**src/rtl/piso_tx_sched_if.sv**
```systemverilog
// Handshake and serial-output bundle for piso_tx_sched.
// The requester side drives the master modport; the scheduler uses the slave modport.
interface piso_tx_sched_if #(
  parameter int WIDTH = 4
);
  logic             valid0;
  logic [WIDTH-1:0] data0;
  logic             valid1;
  logic [WIDTH-1:0] data1;
  logic             hold;
  logic             ack0;
  logic             ack1;
  logic             sdout;
  logic             sframe;
  logic             sowner;
  logic             busy;
  logic             done;

  modport master (
    output valid0, data0, valid1, data1, hold,
    input  ack0, ack1, sdout, sframe, sowner, busy, done
  );

  modport slave (
    input  valid0, data0, valid1, data1, hold,
    output ack0, ack1, sdout, sframe, sowner, busy, done
  );
endinterface

```
**src/rtl/piso_tx_sched.sv**
```systemverilog
// Two-requester round-robin scheduler feeding a MSB-first parallel-to-serial shifter.
// Every output is a flop; each word occupies WIDTH shift cycles plus one GAP cycle.
module piso_tx_sched #(
  parameter int WIDTH = 4
) (
  input logic            clk,
  input logic            rst,
  piso_tx_sched_if.slave bus
);
  localparam int CW = $clog2(WIDTH);

  localparam logic [1:0] IDLE  = 2'd0;
  localparam logic [1:0] SHIFT = 2'd1;
  localparam logic [1:0] GAP   = 2'd2;

  logic [1:0]       state;
  logic [WIDTH-1:0] sreg;
  logic [CW-1:0]    cnt;
  logic             last;
  logic             gnt;
  logic [WIDTH-1:0] gword;

  // On a tie the requester not served last wins; a lone request always wins.
  always_comb begin
    gnt   = (bus.valid0 & bus.valid1) ? ~last : bus.valid1;
    gword = gnt ? bus.data1 : bus.data0;
  end

  always_ff @(posedge clk or negedge rst) begin
    if (!rst) begin
      state      <= IDLE;
      sreg       <= '0;
      cnt        <= '0;
      last       <= 1'b1;
      bus.ack0   <= 1'b0;
      bus.ack1   <= 1'b0;
      bus.sdout  <= 1'b0;
      bus.sframe <= 1'b0;
      bus.sowner <= 1'b0;
      bus.busy   <= 1'b0;
      bus.done   <= 1'b0;
    end else begin
      bus.ack0 <= 1'b0;
      bus.ack1 <= 1'b0;
      bus.done <= 1'b0;
      case (state)
        IDLE: begin
          if (bus.valid0 | bus.valid1) begin
            state      <= SHIFT;
            sreg       <= gword;
            cnt        <= '0;
            last       <= gnt;
            bus.sowner <= gnt;
            bus.ack0   <= ~gnt;
            bus.ack1   <= gnt;
            bus.sdout  <= gword[WIDTH-1];
            bus.sframe <= 1'b1;
            bus.busy   <= 1'b1;
          end
        end
        SHIFT: begin
          if (!bus.hold) begin
            sreg <= sreg << 1;
            cnt  <= cnt + CW'(1);
            if (cnt == CW'(WIDTH-1)) begin
              state      <= GAP;
              bus.sframe <= 1'b0;
              bus.sdout  <= 1'b0;
              bus.done   <= 1'b1;
            end else begin
              bus.sdout <= sreg[WIDTH-2];
            end
          end
        end
        GAP: begin
          state    <= IDLE;
          bus.busy <= 1'b0;
        end
        default: begin
          state      <= IDLE;
          bus.busy   <= 1'b0;
          bus.sframe <= 1'b0;
          bus.sdout  <= 1'b0;
        end
      endcase
    end
  end
endmodule

```
**src/flat_wrapper.sv**
```systemverilog
// flat-port wrapper written by rule: the top's interface ports become plain ports
module piso_tx_sched_flat 
#(
  parameter int WIDTH = 4
)
  (clk, rst, bus_valid0, bus_data0, bus_valid1, bus_data1, bus_hold, bus_ack0, bus_ack1, bus_sdout, bus_sframe, bus_sowner, bus_busy, bus_done);
  piso_tx_sched_if #(.WIDTH(WIDTH)) bus_i ();
  input logic clk;
  input logic rst;
  input wire logic [$bits(bus_i.valid0)-1:0] bus_valid0;
  input wire logic [$bits(bus_i.data0)-1:0] bus_data0;
  input wire logic [$bits(bus_i.valid1)-1:0] bus_valid1;
  input wire logic [$bits(bus_i.data1)-1:0] bus_data1;
  input wire logic [$bits(bus_i.hold)-1:0] bus_hold;
  output wire logic [$bits(bus_i.ack0)-1:0] bus_ack0;
  output wire logic [$bits(bus_i.ack1)-1:0] bus_ack1;
  output wire logic [$bits(bus_i.sdout)-1:0] bus_sdout;
  output wire logic [$bits(bus_i.sframe)-1:0] bus_sframe;
  output wire logic [$bits(bus_i.sowner)-1:0] bus_sowner;
  output wire logic [$bits(bus_i.busy)-1:0] bus_busy;
  output wire logic [$bits(bus_i.done)-1:0] bus_done;
  assign bus_i.valid0 = bus_valid0;
  assign bus_i.data0 = bus_data0;
  assign bus_i.valid1 = bus_valid1;
  assign bus_i.data1 = bus_data1;
  assign bus_i.hold = bus_hold;
  assign bus_ack0 = bus_i.ack0;
  assign bus_ack1 = bus_i.ack1;
  assign bus_sdout = bus_i.sdout;
  assign bus_sframe = bus_i.sframe;
  assign bus_sowner = bus_i.sowner;
  assign bus_busy = bus_i.busy;
  assign bus_done = bus_i.done;
  piso_tx_sched #(.WIDTH(WIDTH)) u_core (.clk(clk), .rst(rst), .bus(bus_i));
endmodule
```
**config.mk**
```make
export PLATFORM = sky130hd
export DESIGN_NAME = piso_tx_sched_flat
export DESIGN_NICKNAME = d
export VERILOG_FILES = /design/src/rtl/piso_tx_sched_if.sv /design/src/rtl/piso_tx_sched.sv /design/src/flat_wrapper.sv
export SDC_FILE = /design/constraint.sdc
export NUM_CORES = 1
export LEC_CHECK = 0
export CAP_MARGIN = 0
export CORE_ASPECT_RATIO = 0.8
export CORE_MARGIN = 3
export CORE_UTILIZATION = 41
export CTS_CLUSTER_DIAMETER = 80
export DETAILED_ROUTE_END_ITERATION = 16
export PLACE_DENSITY = 0.72
export SLEW_MARGIN = 20
export SYNTH_ARGS = -nofsm -noshare
export SYNTH_HDL_FRONTEND = slang
export SYNTH_SLANG_ARGS = --single-unit
```
**constraint.sdc**
```tcl
create_clock -name clk -period 1.15 [get_ports clk]
set_input_delay 0.23 -clock clk [delete_from_list [all_inputs] [get_ports clk]]
set_output_delay 0.23 -clock clk [all_outputs]
set_load 0.1 [all_outputs]
```
==> reports/results.ini, run 1 <==
[run_status]
status = finished, violations left
violations = setup timing

[route]
drt_iter0_drc = 17
first_pass_iters = 4
drc = 0
wl_um = 1900
vias = 694
vias_per_cell = 5.22
ant_nets = 0
avgRoutedWirePerCell_um = 14.3

[floorplan]
rows = 13
ios = 20
core_area_um2 = 1680
start_util_pct = 44.4
die_w_um = 53.6
die_h_um = 44.1
die_area_um2 = 2370

[grt]
grt.total_usage_pct = 18.7
grt_overflow = 0
grt_util_met3_pct = 6.06
grt.met2_usage_pct = 29.6
grtUsageMet1_pct = 23.5
antenna_found_initial = 0
grt_pass1_wl_um = 3060
first_global_vias = 667
grt_start_max_net_pins = 16
grt_busiest_layer = met2

[logic_synthesis]
synthSimpleGateAreaFrac_pct = 15.8
synth.cell_area_um2 = 744
synth_area_leader_cell = dfrtp_1
yosys_warnings = 0
async_flop_share_pct = 100
ys.flop_type = dfrtp_1
postSynthCellCount = 78
synth_top_area_share_pct = 47.1
synth_seq_cells = 15
synth_cell_types = 27
syn_area_per_cell_um2 = 9.54
yosys-top-cells-area = dfrtp_1 (47%), nor2_1 (5.5%), dfstp_2 (3.5%), nand2_1 (3.5%), a21oi_1 (3.4%)
syn_nets = 92
synth-seq-area-share_pct = 50.6
synth_mux_area_share_pct = 1.34
synth-edff-count = 0
synth_top_family_by_area = compound AO/OA/AOI/OAI gates
synth_fa_ha_area_share_pct = 1.68
synthTopCellsByCount = dfrtp_1 (14), nor2_1 (11), nand2_1 (7)
synth-compound-area-share_pct = 25.5
synth_xor_area_share_pct = 0
yosysMostFrequentCell = dfrtp_1

[clock_network]
numCtsBuffers = 3
cts-root-buf = clkbuf_4
clockBufferDepth = 2
cts_num_sinks = 15
path_clk_slew_ps = 90
clock_latency_ps = 290
cts_tree = done
cts_hold_buffers = 0
cts.htree.levels = 1

[layout]
syn_to_final_growth_pct = 60.2
multiInputGateArea_um2 = 357
n_fill_cell = 117
drive_gt1_share_pct = 36.9
final_core_util_pct = 71.2
seq_area_um2 = 384
diodes = 0
nets = 126
design_area_um2 = 1190

[timing]
holdWs_ps = 254
tightest_slew_ps = 305
skew_ps = 0.897
hold_viol = 0
rsz0062_at_grt = yes
fin_crit_ps = 1320
fin_ws_ps = -170
maxSlewHeadroom_pct = 79.6
fmax_ghz = 0.758
finalSetupViolCount = 5
slew_viol_final = 0
period_share_pct = 115

[run]
drv_cap = 0

[worst_setup_path]
cp-end-kind = flip-flop
critPathKind = flip-flop to flip-flop
critPathMaxFanout = 5
crit_family = flip-flops
crit_path_cell_trace = nor2b_1 > o32a_1 > a22oi_1 > o21ai_1
path_buf_inv = 0
r2r_slack_ps = -170
arrival_ps = 1500
cp.required_ps = 1330
slowest_stage = dfstp_2
r2r_cells = 4
cp-start-kind = flip-flop
worstReg2RegStart = u_core.last$_DFFE_PN1P_
worstReg2RegEnd = u_core.bus.sdout$_DFFE_PN0P_
cpPeakStageDelay_ps = 590

[placement]
place_area_um2 = 1120
detailed_place_hpwl_um = 1420
numPortBuffers = 19
gp_congestion = 0.750
pre_cts_slack_ps = -496

[power_and_ir_drop]
ir_worst_vdd_v = 0.00215
power.leakage_nw = 0.543
power_density_nw_per_um2 = 2720

[hold_path]
hold_class = input port to async pin

## area by class of cell
cell class	instances	area share, %
inverters	5	1.57
flip-flops and latches	15	32.2
repair buffers	33	31.8
clock buffers	4	2.20
well taps	22	2.31
multi-input cells	54	29.9
## worst max-delay path by stage
stage / startpoint / to / slack (ps) / cells past startpoint
2_1_floorplan: u_core.bus.sdout$_DFFE_PN0P_ / u_core.bus.sdout$_DFFE_PN0P_ / -100 / 3
3_3_place_gp: bus_valid1 / u_core.bus.sdout$_DFFE_PN0P_ / -450 / 5
3_5_place_dp: bus_valid1 / u_core.sreg[1]$_DFFE_PN0P_ / -500 / 5
4_1_cts: u_core.last$_DFFE_PN1P_ / u_core.bus.sdout$_DFFE_PN0P_ / -150 / 4
5_1_grt: u_core.last$_DFFE_PN1P_ / u_core.bus.sdout$_DFFE_PN0P_ / -210 / 4
6_report: u_core.last$_DFFE_PN1P_ / u_core.bus.sdout$_DFFE_PN0P_ / -170 / 4
## placed cells by master, fill, tap and decap left out, types with 2 or more instances in the layout
cell,n
o21ai_0,2
buf_4,12
a22oi_1,2
nor2_1,10
clkdlybuf4s50_1,10
clkbuf_4,3
a21oi_1,5
dfrtp_1,8
nor3_2,2
nor2_2,2
dfrtp_2,6
nor3_1,2
buf_12,8
o32a_1,2
nand2_1,7
dlygate4sd2_1,2
inv_1,5
o21ai_1,3
a31oi_1,3
## power breakdown
part	internal, mW	total, mW	switching (mW)
clock	0.135	0.310	0.175
combinational	0.840	1.96	1.12
sequential	0.766	0.977	0.211
total	1.74	3.24	1.50
## worst register-to-register path, delay by kind of cell, from the launching register on
kind	cells	cell delay, ps
and+or+nand+nor	1	60
AOI/OAI and AO/OA	3	560
DFF	1	590
## through the flow
| stage | power [mW] | setup TNS [ps] | cells |
|---|---|---|---|
| 4_1_cts | 3.19 | -334 | 131 |
| 3_3_place_gp | 2.80 | -4740 | 127 |
| 3_5_place_dp | 2.85 | -4940 | 127 |
| 5_1_grt | 3.43 | -770 | 133 |
| 2_1_floorplan | 2.07 | -100 | 78 |
| 6_report | 3.24 | -353 | 133 |
## registers in the layout (all words and copies together) (netlist names)
| signal | flops |
|---|---|
| u_core.bus.sframe | 1 |
| u_core.bus.done | 1 |
| u_core.bus.sowner | 1 |
| u_core.bus.ack0 | 1 |
| u_core.state | 2 |
| u_core.bus.sdout | 1 |
| u_core.bus.ack1 | 1 |
| u_core.cnt | 2 |
| u_core.bus.busy | 1 |
| u_core.last | 1 |
| u_core.sreg | 3 |
## logic make-up after synthesis
kind of cell,after synthesis
DFF,15
AOI/OAI and AO/OA,25
muxes,1
buffers and inverters,9
and+or+nand+nor,27
adders and majority gates,1
## timing repair
| item | CTS | global route |
|---|---|---|
| pin swaps | 1 | 0 |
| resized for setup | 8 | 5 |
| buffers inserted | 0 | 2 |
| endpoints found under the setup margin | 9 | 13 |
## per-layer routing
| metal | share of wire (%) | vias to the layer above | wire length (um) |
|---|---|---|---|
| li1 | - | 343 | - |
| met1 | 46 | 333 | 864 |
| met2 | 48 | 13 | 909 |
| met3 | 4.4 | 5 | 84 |
| met4 | 2.1 | 0 | 40 |
| met5 | 0 | - | 0 |
No activity file was read; power rests on OpenSTA's default activity.
==> inputs of run 2 (changes only) <==
--- a/config.mk
+++ b/config.mk
@@ -8,10 +8,9 @@
 export CAP_MARGIN = 0
 export CORE_ASPECT_RATIO = 0.8
 export CORE_MARGIN = 3
-export CORE_UTILIZATION = 41
+export CORE_UTILIZATION = 35
 export CTS_CLUSTER_DIAMETER = 80
 export DETAILED_ROUTE_END_ITERATION = 16
-export PLACE_DENSITY = 0.72
 export SLEW_MARGIN = 20
 export SYNTH_ARGS = -nofsm -noshare
 export SYNTH_HDL_FRONTEND = slang
==> run 2 against run 1 <==
- the flow still finishes with violations (setup timing)
- sequential power down 2%
- register-to-register slack barely moved
- sequential share of layout area is 1.3 points lower
- sequential cell count is the same
- critical path depth stayed put
- routed wire length up 1.7%
- count of clock-buffer cells in the layout unchanged
- power is 4.8% higher
==> reports/results.ini, run 2 (same netlist as run 1, synthesis figures left out) <==
[route]
vias = 708
vias_per_cell = 5.06
drt_iter0_drc = 6
wl_um = 1930
drc = 0
avgRoutedWirePerCell_um = 13.8
first_pass_iters = 4
ant_nets = 0

[layout]
layout_commonest_cell = buf_4
design_area_um2 = 1240
drive_gt1_share_pct = 41.4
largest_reg_flops = 3
reg_top3 = u_core.sreg: 3 flops, u_core.cnt: 2 flops, u_core.state: 2 flops
final_cell_mix = buf_4 (16), nor2_1 (10), clkdlybuf4s50_1 (10), dfrtp_1 (8)
seq_area_um2 = 384
top_register = u_core.sreg
nets = 131
diodes = 0
final_cells = 140
syn_to_final_growth_pct = 66.9
final_core_util_pct = 63.9
multiInputGateArea_um2 = 372
n_fill_cell = 170

[timing]
maxSlewHeadroom_pct = 78.3
fmax_ghz = 0.753
fin_crit_ps = 1330
tightest_slew_ps = 323
skew_ps = 5.54
hold_viol = 0
rsz0062_at_grt = yes
period_share_pct = 115
slew_viol_final = 0
finalSetupViolCount = 5
fin_ws_ps = -178

[power_and_ir_drop]
finalPower_mw = 3.40
power.leakage_nw = 0.571
power_density_nw_per_um2 = 2730
ir_worst_vdd_v = 0.00177

[worst_setup_path]
arrival_ps = 1500
cp-end-kind = flip-flop
cpPeakStageDelay_ps = 590
cp.depth = 4
slowest_stage = dfstp_2
r2r_cells = 4
path_buf_inv = 0
cp.required_ps = 1320
critPathMaxFanout = 4
cp-start-kind = flip-flop
crit_family = flip-flops
crit_path_cell_trace = nor2b_1 > o32a_1 > o211ai_2 > o21ai_1
critPathKind = flip-flop to flip-flop

[placement]
gp_congestion = 0.748
numPortBuffers = 19
detailed_place_hpwl_um = 1490
pre_cts_slack_ps = -522
dp_cells = 133
place_area_um2 = 1140

[run_status]
status = finished, violations left
violations = setup timing

[floorplan]
core_area_um2 = 1940
rows = 14
die_h_um = 47.3
start_util_pct = 38.3
die_w_um = 57.6
ios = 20
die_area_um2 = 2720

[clock_network]
clock_latency_ps = 290
cts_tree = done
clockBufferDepth = 2
numCtsBuffers = 3
cts.htree.levels = 1
cts_hold_buffers = 0
cts-root-buf = clkbuf_4
path_clk_slew_ps = 90
cts_num_sinks = 15

[grt]
grt_pass1_wl_um = 3170
grt_start_max_net_pins = 12
grt.total_usage_pct = 16.1
grt_overflow = 0
first_global_vias = 674
antenna_found_initial = 0

[hold_path]
hold_class = input port to async pin

[run]
drv_cap = 0

run 2: layout make-up:
cell class | count | share of cell area, %
inverters | 5 | 1.51
well taps | 24 | 2.42
multi-input cells | 54 | 29.9
clock buffers | 4 | 2.11
repair buffers | 38 | 33.1
flip-flops and latches | 15 | 30.9
run 2: power breakdown:
group,switching [mW],total [mW],internal (mW)
Combinational,1.17,2.12,0.953
Clock,0.176,0.311,0.135
Sequential,0.197,0.962,0.766
run 2: worst paths after layout:
kind                                        startpoint                           end  slack, ps
min in group clk                            bus_valid1       u_core.last$_DFFE_PN1P_        450
min reg2reg                u_core.state[1]$_DFFE_PN0P_   u_core.bus.busy$_DFFE_PN0P_        500
max                            u_core.last$_DFFE_PN1P_  u_core.bus.sdout$_DFFE_PN0P_       -180
max reg2reg                    u_core.last$_DFFE_PN1P_  u_core.bus.sdout$_DFFE_PN0P_       -180
min                                                rst     u_core.bus.ack1$_DFF_PN0_        250
max in group asynchronous                          rst       u_core.last$_DFFE_PN1P_        690
run 2: layer usage:
layer | up-vias | GRT usage (%) | routed length [um]
li1 | 350 | - | -
met1 | 339 | 20.4 | 868
met2 | 17 | 26.6 | 918
met3 | 2 | 5.77 | 128
met4 | 0 | 4.17 | 15
met5 | - | 0 | 0
run 2: through the flow:
stage	TNS [ps]	hold slack (ps)
after CTS	-476	243
after global placement	-4750	464
after floorplan	-100	-65.6
final	-477	246
after detailed placement	-5210	489
after global routing	-671	256
run 2: what timing repair did:
item                       4_1_cts  5_1_grt
setup buffers                    3        0
setup endpoints to repair       11       13
gates resized for setup          7       13
hold endpoints to repair         0        0
gates cloned                     0        0
pin swaps                        4        1
==> inputs of run 3 (changes only) <==
--- a/config.mk
+++ b/config.mk
@@ -11,6 +11,7 @@
 export CORE_UTILIZATION = 35
 export CTS_CLUSTER_DIAMETER = 80
 export DETAILED_ROUTE_END_ITERATION = 16
+export SKIP_CTS_REPAIR_TIMING = 1
 export SLEW_MARGIN = 20
 export SYNTH_ARGS = -nofsm -noshare
 export SYNTH_HDL_FRONTEND = slang
==> run 3 against run 2 <==
- the run still ends with setup timing left
- sequential share of layout area grew 0.31 points
- worst setup slack gained 15 ps
- largest power group unchanged
- count of clock-buffer cells in the layout is the same
- maximum frequency grew 1.1%
- register-to-register slack is essentially flat
- sequential cell count is the same
- first-iteration DRC count grew to 2.8 times the previous value
- final cell count shrank 1.4%
- core utilization shrank 0.64 points
- sequential power is essentially flat
- global-route usage shrank 0.12 points
- via count grew 0.28%
- highest routed layer unchanged
==> reports/results.ini, run 3 (same netlist as run 1, synthesis figures left out) <==
[worst_setup_path]
critPathKind = flip-flop to flip-flop
worstReg2RegStart = u_core.last$_DFFE_PN1P_
crit_path_cell_trace = nor2b_2 > o32a_1 > o211ai_2 > o21ai_1
r2r_slack_ps = -160
cp-start-kind = flip-flop
arrival_ps = 1490
worstReg2RegEnd = u_core.bus.sdout$_DFFE_PN0P_
slowest_stage = dfstp_2
cp.required_ps = 1330
critPathMaxFanout = 4
cp-end-kind = flip-flop
r2r_cells = 4
cpPeakStageDelay_ps = 590

[layout]
nets = 129
n_fill_cell = 170
syn_to_final_growth_pct = 65.2
diodes = 0
design_area_um2 = 1230
drive_gt1_share_pct = 40.4
reg_top3 = u_core.sreg: 3 flops, u_core.cnt: 2 flops, u_core.state: 2 flops
seq_area_um2 = 384
largest_reg_flops = 3
multiInputGateArea_um2 = 367
final_cell_mix = buf_4 (14), nor2_1 (11), clkdlybuf4s50_1 (10), dfrtp_1 (8)
final_core_util_pct = 63.3
top_register = u_core.sreg
layout_commonest_cell = buf_4

[hold_path]
hold_class = input port to async pin

[clock_network]
numCtsBuffers = 3
clockBufferDepth = 2
clock_latency_ps = 290
path_clk_slew_ps = 90
cts.htree.levels = 1
cts_tree = done
cts-root-buf = clkbuf_4
cts_num_sinks = 15

[timing]
period_share_pct = 114
hold_viol = 0
rsz0062_at_grt = yes
fmax_ghz = 0.762
skew_ps = 0.854
maxSlewHeadroom_pct = 77.6
fin_ws_ps = -163
holdWs_ps = 250
slew_viol_final = 0
tightest_slew_ps = 336
fin_crit_ps = 1310
finalSetupViolCount = 5

[power_and_ir_drop]
power_frac_seq_pct = 28.7
power_density_nw_per_um2 = 2720
internal-power_mw = 1.81
swShare_pct = 45.9
power_switching_mw = 1.54
ir_worst_vdd_v = 0.00173
finalPower_mw = 3.35
clkPwrFrac_pct = 9.2
comb_power_share_pct = 62.1
power.leakage_nw = 0.577

[floorplan]
rows = 14
start_util_pct = 38.3
ios = 20
die_w_um = 57.6
core_area_um2 = 1940
die_area_um2 = 2720
die_h_um = 47.3

[route]
dr_wl_met2_um = 915
first_pass_iters = 3
drc = 0
wl_met1_um = 887
vias = 710
dr.max_layer_used = met4
ant_nets = 0
avgRoutedWirePerCell_um = 13.9
drt_iter0_drc = 17
routed-wl-met3_um = 100
wl_um = 1920
vias_per_cell = 5.14

[grt]
antenna_found_initial = 0
grt_overflow = 0
grt.total_usage_pct = 16.0
grt_start_max_net_pins = 12
grt_pass1_wl_um = 3160
first_global_vias = 679

[placement]
gp_congestion = 0.748
numPortBuffers = 19
place_area_um2 = 1140
detailed_place_hpwl_um = 1490

[run]
drv_cap = 0

[run_status]
violations = setup timing
status = finished, violations left

-- run 3: final cells by class --
class                      count  area share (%)
timing repair buffer          36            32.9
sequential                    15            31.2
multi-input combinational     54            29.8
tap                           24            2.44
clock buffer                   4            2.14
inverter                       5            1.53
-- run 3: stage by stage --
stage / TNS (ps) / cells / setup WS, ps
2_1_floorplan: -100 / 78 / -100
3_3_place_gp: -4750 / 133 / -481
3_5_place_dp: -5210 / 133 / -522
4_1_cts: -1130 / 137 / -210
5_1_grt: -696 / 138 / -202
6_report: -491 / 138 / -163
-- run 3: power groups by stage --
stage / Sequential (mW) / Combinational [mW] / Clock [mW]
6_report: 0.962 / 2.08 / 0.308
2_1_floorplan: 1.53 / 0.547 / 0
5_1_grt: 0.986 / 2.20 / 0.342
4_1_cts: 0.947 / 1.95 / 0.317
3_5_place_dp: 0.958 / 1.94 / 0
3_3_place_gp: 0.944 / 1.92 / 0
-- run 3: worst max-delay path: cells and delay by family, from the launching register on --
family | cells | cell delay, ps
AO/OA/AOI/OAI | 3 | 560
AND/OR/NAND/NOR | 1 | 50
flip-flops | 1 | 590
-- run 3: how the worst max path moves through the flow --
stage	from	endpoint	slack, ps	cells past startpoint
3_5_place_dp	bus_valid1	u_core.bus.sdout$_DFFE_PN0P_	-520	5
2_1_floorplan	u_core.bus.sdout$_DFFE_PN0P_	u_core.bus.sdout$_DFFE_PN0P_	-100	3
6_report	u_core.last$_DFFE_PN1P_	u_core.bus.sdout$_DFFE_PN0P_	-160	4
5_1_grt	u_core.last$_DFFE_PN1P_	u_core.bus.sdout$_DFFE_PN0P_	-200	4
4_1_cts	bus_valid1	u_core.bus.sdout$_DFFE_PN0P_	-210	5
3_3_place_gp	bus_valid0	u_core.bus.sdout$_DFFE_PN0P_	-480	5
-- run 3: per-layer routing --
| layer | global-route usage (%) | vias to the layer above |
|---|---|---|
| met2 | 26.1 | 13 |
| met1 | 20.4 | 346 |
| li1 | - | 348 |
| met3 | 5.77 | 3 |
| met5 | 0 | - |
| met4 | 4.17 | 0 |
